--- config.mk ---
export PLATFORM = sky130hd
export DESIGN_NAME = _reduce_ratio
export DESIGN_NICKNAME = d
export VERILOG_FILES = /design/src/rtl/_reduce_ratio.sv
export SDC_FILE = /design/constraint.sdc
export NUM_CORES = 1
export LEC_CHECK = 0
export BUFFER_PORTS_ARGS = -buffer_cell sky130_fd_sc_hd__buf_2
export CORE_UTILIZATION = 45
export CTS_CLUSTER_SIZE = 20
export DETAILED_ROUTE_END_ITERATION = 12
export GPL_ROUTABILITY_DRIVEN = 0
export HOLD_SLACK_MARGIN = 0.06
export PLACE_DENSITY = 0.77
export SLEW_MARGIN = 20
export SYNTH_ARGS = -nofsm -noshare
export SYNTH_HDL_FRONTEND = slang
export SYNTH_SLANG_ARGS = --single-unit
--- constraint.sdc ---
create_clock -name _clock -period 3.1 [get_ports _clock]
set_input_delay 0.62 -clock _clock [delete_from_list [all_inputs] [get_ports _clock]]
set_output_delay 0.62 -clock _clock [all_outputs]
set_load 0.05 [all_outputs]
--- src/rtl/_reduce_ratio.sv ---
// Divides both operands by the GCD stage's divisor using repeated subtraction.
// Flags a zero divisor or any non-zero remainder as an error.
module _reduce_ratio (
  input  logic       _clock,
  input  logic       _reset,
  input  logic [7:0] _num0,
  input  logic [7:0] _num1,
  input  logic [7:0] _greatest,
  input  logic       _success,
  input  logic       _out_ready,
  output logic [7:0] _quot0,
  output logic [7:0] _quot1,
  output logic       _valid,
  output logic       _busy,
  output logic       _error
);

  localparam logic [1:0] IDLE = 2'd0;
  localparam logic [1:0] DIV  = 2'd1;
  localparam logic [1:0] DONE = 2'd2;

  logic [1:0] state;
  logic [7:0] r0, r1, g, q0, q1;
  logic       success_q;
  logic       capture;
  logic       ge0, ge1;

  assign capture = _success & ~success_q;
  assign ge0     = (r0 >= g);
  assign ge1     = (r1 >= g);
  assign _busy   = (state == DIV);
  assign _valid  = (state == DONE);

  always_ff @(posedge _clock or posedge _reset) begin
    if (_reset) begin
      state     <= IDLE;
      success_q <= 1'b0;
      r0        <= '0;
      r1        <= '0;
      g         <= '0;
      q0        <= '0;
      q1        <= '0;
      _quot0    <= '0;
      _quot1    <= '0;
      _error    <= 1'b0;
    end else begin
      success_q <= _success;
      unique case (state)
        IDLE: begin
          if (capture) begin
            r0    <= _num0;
            r1    <= _num1;
            g     <= _greatest;
            q0    <= '0;
            q1    <= '0;
            state <= DIV;
          end
        end
        DIV: begin
          if (g == 8'd0) begin
            _quot0 <= '0;
            _quot1 <= '0;
            _error <= 1'b1;
            state  <= DONE;
          end else if (!ge0 && !ge1) begin
            _quot0 <= q0;
            _quot1 <= q1;
            _error <= (r0 != 8'd0) | (r1 != 8'd0);
            state  <= DONE;
          end else begin
            // Lanes step independently; a finished lane just idles.
            if (ge0) begin
              r0 <= r0 - g;
              q0 <= q0 + 8'd1;
            end
            if (ge1) begin
              r1 <= r1 - g;
              q1 <= q1 + 8'd1;
            end
          end
        end
        DONE: begin
          if (_out_ready) state <= IDLE;
        end
        default: state <= IDLE;
      endcase
    end
  end

endmodule

Word-level counts from Yosys, hierarchy flattened
Cells that the tools add are included.
W data, S select, Z words.
{"block": "totals", "reg_bits": 60, "latch_bits": 0, "mem_bits_rw": 0, "romBits": 0, "input_bits": 28, "out_inout_bits": 19, "wordCells": 72, "mem_count": 0}
{"block": "op_classes", "add_sub_neg": 4, "n_mul": 0, "div_mod_pow": 0, "magnitude_cmp": 2, "eq_ne": 9, "shifts": 0, "n_mux": 30, "bitwise_logic": 3, "n_reduce_logical": 14}
{"op": "$mux W8", "n": 19}
{"op": "$pmux W8 S2", "n": 4}
{"op": "$add A8 B1 Y8 const B", "n": 2}
{"op": "$ge A8 B8 Y1", "n": 2}
{"op": "$reduce_bool A8 Y1", "n": 2}
{"op": "$sub A8 B8 Y8", "n": 2}
{"op": "$reduce_and A5 Y1", "n": 2}
{"op": "$logic_not A8 Y1", "n": 1}
{"op": "$mux W2", "n": 4}
{"op": "$ne A2 B2 Y1 const B", "n": 4}
{"op": "$pmux W2 S3", "n": 1}
{"op": "$ne A2 B1 Y1 const B", "n": 2}
{"op": "$reduce_and A2 Y1", "n": 2}
{"op": "$reduce_bool A2 Y1", "n": 2}
{"op": "$ne A3 B1 Y1 const B", "n": 1}
{"op": "$reduce_and A3 Y1", "n": 1}
{"op": "$eq A2 B1 Y1 const B", "n": 1}
{"op": "$eq A2 B2 Y1 const B", "n": 1}
{"op": "$logic_not A1 Y1", "n": 2}
{"op": "$logic_not A2 Y1", "n": 1}
{"op": "$mux W1", "n": 2}
{"op": "$and A1 B1 Y1", "n": 1}
{"op": "$logic_and A1 B1 Y1", "n": 1}
{"op": "$not A1 Y1", "n": 1}
{"op": "$or A1 B1 Y1", "n": 1}

Depth between registers and ports, before layout
{"block": "logic_depth", "word_depth": 6, "ltp_mapped": 11, "depth_no_buf": 9}

Worst setup path after synthesis
OpenSTA, ideal clock, no wires.
{"block": "synth_timing", "path_kind": "reg-to-reg", "from": "register g[0]", "to": "register q1[5]", "setup_time_ns": 0.078, "arrival_ns": 2.345, "required_time_ns": 3.022, "setup_slack_ns": 0.678, "stages_incl_launch_ff": 9, "path_buffers": 0, "synth_period_minus_slack_ns": 2.422, "cell_sequence": "dfrtp_1 -> ha_1 -> fa_1 -> nand2b_2 -> a21oi_4 -> o2111ai_4 -> and3_4 -> or4_1 -> a21oi_1"}
{"block": "synth_between", "elab_chain_len": 5, "elab_cells_between_ends": 10, "classes_between": "order compare (2); eq/ne (3); reduce/logical (5)"}
{"element": "from (decl)", "line": "23", "text": "logic [7:0] r0, r1, g, q0, q1;"}
{"element": "from (signal assigned)", "line": "53", "text": "g <= _greatest;"}
{"element": "$ge A8 B8 Y1, on equally long branches", "line": "29, 30"}
{"element": "$logic_not A1 Y1", "line": "65", "text": "end else if (!ge0 && !ge1) begin"}
{"element": "$logic_and A1 B1 Y1", "line": "65"}
{"element": "$ne A2 B2 Y1 (no line)"}
{"element": "$reduce_and A5 Y1 (no line) (*)"}
{"element": "to (signal assigned)", "line": "78", "text": "q1 <= q1 + 8'd1;"}
{"element": "to (decl)", "line": "23"}
Every way passes the cells marked *; elsewhere a longest branch is shown, timed or not.
A chain may end at the register's enable or synchronous reset.

Worst setup path after layout
{"block": "layout_timing", "from": "register r0[0]", "to": "register _quot1[2]"}
{"block": "layout_between", "elab_chain_len": 5}
{"element": "from (decl)", "line": "23"}
{"element": "from (signal assigned)", "line": "51", "text": "r0 <= _num0;"}
{"element": "from (signal assigned)", "line": "73", "text": "r0 <= r0 - g;"}
{"element": "$ge A8 B8 Y1", "line": "29", "text": "assign ge0 = (r0 >= g);"}
{"element": "$logic_not A1 Y1", "line": "65"}
{"element": "$logic_and A1 B1 Y1", "line": "65"}
{"element": "$reduce_bool A2 Y1 (no line)"}
{"element": "$reduce_and A2 Y1 (no line)"}
{"element": "to (signal assigned)", "line": "67", "text": "_quot1 <= q1;"}
{"element": "to (decl)", "line": "12", "text": "output logic [7:0] _quot1,"}
Every way passes these cells.

==> flow_summary.ini <==
[outcome]
status = finished clean

[setup_path]
startpoint_type = flip-flop
max_stage_delay_ns = 0.57
crit_arrival_ns = 3.02
required_ns = 3.39
r2r_start = r0[0]
crit_chain = inv_1 > ha_1 > fa_1 > nand2b_1 > a21o_1 > a21oi_1 > nor4b_2 > nor2b_1 > buf_4 > a22o_1
timing.rr.end = _quot1[2]
critical_path_class = reg -> reg
crit_path_end_kind = flip-flop
rrSetupSlack_ns = 0.37
worstPathMaxFanout = 10
worst_path_max_delay_cell = nor2b_1
rr_worst_depth = 10

[power_and_ir_drop]
peakVddDrop_mv = 0.446
cellPowerDensity_mw_per_mm2 = 1180
switching_share_pct = 47.3
power_switching_w = 0.00218
p_seq_share_pct = 26.8
power_leakage_nw = 1.86
p_comb_share_pct = 56.5
power_w = 0.00461
clkPwrFrac_pct = 16.7
internal-power_w = 0.00243

[global_route]
antenna_found_initial = 0
grt_max_degree = 35
overflow = 0
first_global_vias = 2779
grt_pass1_wl_um = 13000
grt_use_total_pct = 22.1

[timing]
setup_viol = 0
fin_crit_sh_pct = 88.1
skew_ns = 0.00830
fmax_ghz = 0.366
slew-limit-headroom_pct = 58.7
hold_viol = 0
fin_crit_ns = 2.73
rsz0062_at_grt = no
tightest_slew_ns = 0.619
finalMaxSlewViolations = 0
final.setup.tns_ns = 0

[yosys]
synth_area_per_cell_um2 = 9.38
synth_cells = 360
ys_ff_latch = 60
syn-cell-area_mm2 = 0.00338
ys.flop_type = dfrtp_1
ys_seq_area_share_pct = 44.4
postSynthNetCount = 408
ys_warn_count = 0
postSynth.asyncResetShare_pct = 100
yosysUniqueCellTypes = 56
synth_top_area_share_pct = 44.4
synth_edf_count = 0
synth.area.top_cells = dfrtp_1 44%, ha_1 6.7%, nand2_1 5.4%, a22o_1 4.1%, a21oi_1 3.9%
yosysTopAreaCell = dfrtp_1

[floorplan]
die_w_um = 88.6
ioPinCount = 47
die_y_um = 88.6
rows = 31
initial_utilization_pct = 46.6
core_area_mm2 = 0.00725
die_area_mm2 = 0.00786

[cells_and_area]
antenna_cells = 0
final_common_cell = dfrtp_1
nets = 454
syn_to_final_growth_pct = 16.0
final_cell_mix = 60 x dfrtp_1, 49 x nand2_1, 46 x buf_2
drive_gt1_share_pct = 19.7

[route]
vias_per_cell = 5.49
via_count = 2798
drc = 0
wirelength_um = 7780
drt_iter0_markers = 118
avgRoutedWirePerCell_um = 15.2
ant_nets = 0
first_pass_iters = 4

[clocking]
cts_root_buf = clkbuf_8
ctsResizeCount = 0
htree_levels = 3
path_clk_slew_ns = 0.07
cts_hold_buffers = 0
cts_max_path_buffers = 2
cts_tree = built
post-cts-setup-buffer-count = 0
clk_latency_ns = 0.35
cts.sinks = 60
cts_buffers = 9

[min_path]
hold_path.class = in -> async

[placed_design]
io_buffers = 46
dpl.hpwl_um = 5680

[flow_run]
cap_violations = 0
==> cell families after synthesis <==
logic type	Yosys count	synth area share [%]
compound gates	106	21.0
xor+xnor	11	2.85
fa+ha+maj	20	7.85
buf+inv	33	4.04
flops	60	44.4
mux	1	0.296
simple gates	129	19.5
==> synthesized netlist by cell type (6+ instances only) <==
master and n:
clkbuf_1 6, a21oi_1 26, xnor2_1 7, nand2_1 49, o21ai_0 24, nand2b_1 7, buf_2 7, nor4_1 6
ha_1 18, and3_1 6, a22o_1 16, inv_1 16, dfrtp_1 60, nor2_1 21, nand3_1 11, a31oi_1 11
==> layout make-up <==
class	instances	area (um^2)
Multi-Input combinational cell	267	1750
Inverter	17	63.8
Timing Repair Buffer	51	268
Tap cell	99	124
Clock buffer	10	128
Clock inverter	6	88.8
Fill cell	675	3330
Sequential cell	60	1500
==> layer usage <==
| layer | GRT usage, % | share of wire [%] | vias to the layer above |
|---|---|---|---|
| met1 | 29.6 | 47 | 1308 |
| met4 | 11.3 | 2.1 | 0 |
| li1 | - | - | 1397 |
| met3 | 3.54 | 5.0 | 13 |
| met2 | 34.5 | 46 | 80 |
| met5 | 0 | 0 | - |
==> through the flow <==
step                worst slack (ns)  std cells  hold slack [ns]  area [um^2]  utilization, %
CTS                            0.368        510            0.340         3920            54.0
detailed placement             0.399        494            0.484         3700            51.1
global route                   0.199        510            0.371         3920            54.0
floorplan                      0.678        360            0.468         3380               -
global placement               0.467        494            0.482         3700            51.1
finish                         0.369        510            0.326         3920            54.0
==> sequential cells by signal (all words and copies together), names as in the netlist <==
name and cells:
_error 1, _quot0 8, _quot1 8, g 8
q0 8, q1 8, r0 8, r1 8
state 2, success_q 1
==> critical path: cells and delay by family, from the launching register on <==
| family | cells | cell delay (ns) |
|---|---|---|
| flip-flops | 1 | 0.38 |
| buffers and inverters | 2 | 0.37 |
| AND/OR/NAND/NOR | 3 | 1.09 |
| AO/OA/AOI/OAI | 3 | 0.43 |
| adder cells (fa/ha/maj) | 2 | 0.39 |
==> power groups by stage <==
stage / clock network [W] / registers, W / logic, W
final: 0.000772 / 0.00123 / 0.00261
after global routing: 0.000816 / 0.00127 / 0.00290
after CTS: 0.000781 / 0.00123 / 0.00259
after detailed placement: 0 / 0.00124 / 0.00258
after global placement: 0 / 0.00123 / 0.00249
after floorplan: 0 / 0.00134 / 0.00192
==> worst max path at each step <==
stage | start | end | slack, ns | cells after the start
detailed placement | r0[0] | _quot1[4] | 0.40 | 10
global placement | r1[0] | q1[5] | 0.47 | 9
global route | r0[0] | _quot1[3] | 0.20 | 10
finish | r0[0] | _quot1[2] | 0.37 | 10
CTS | r0[0] | _quot1[1] | 0.37 | 10
floorplan | g[0] | q1[5] | 0.68 | 8
Note: power is estimated with default switching activity, not from simulation.
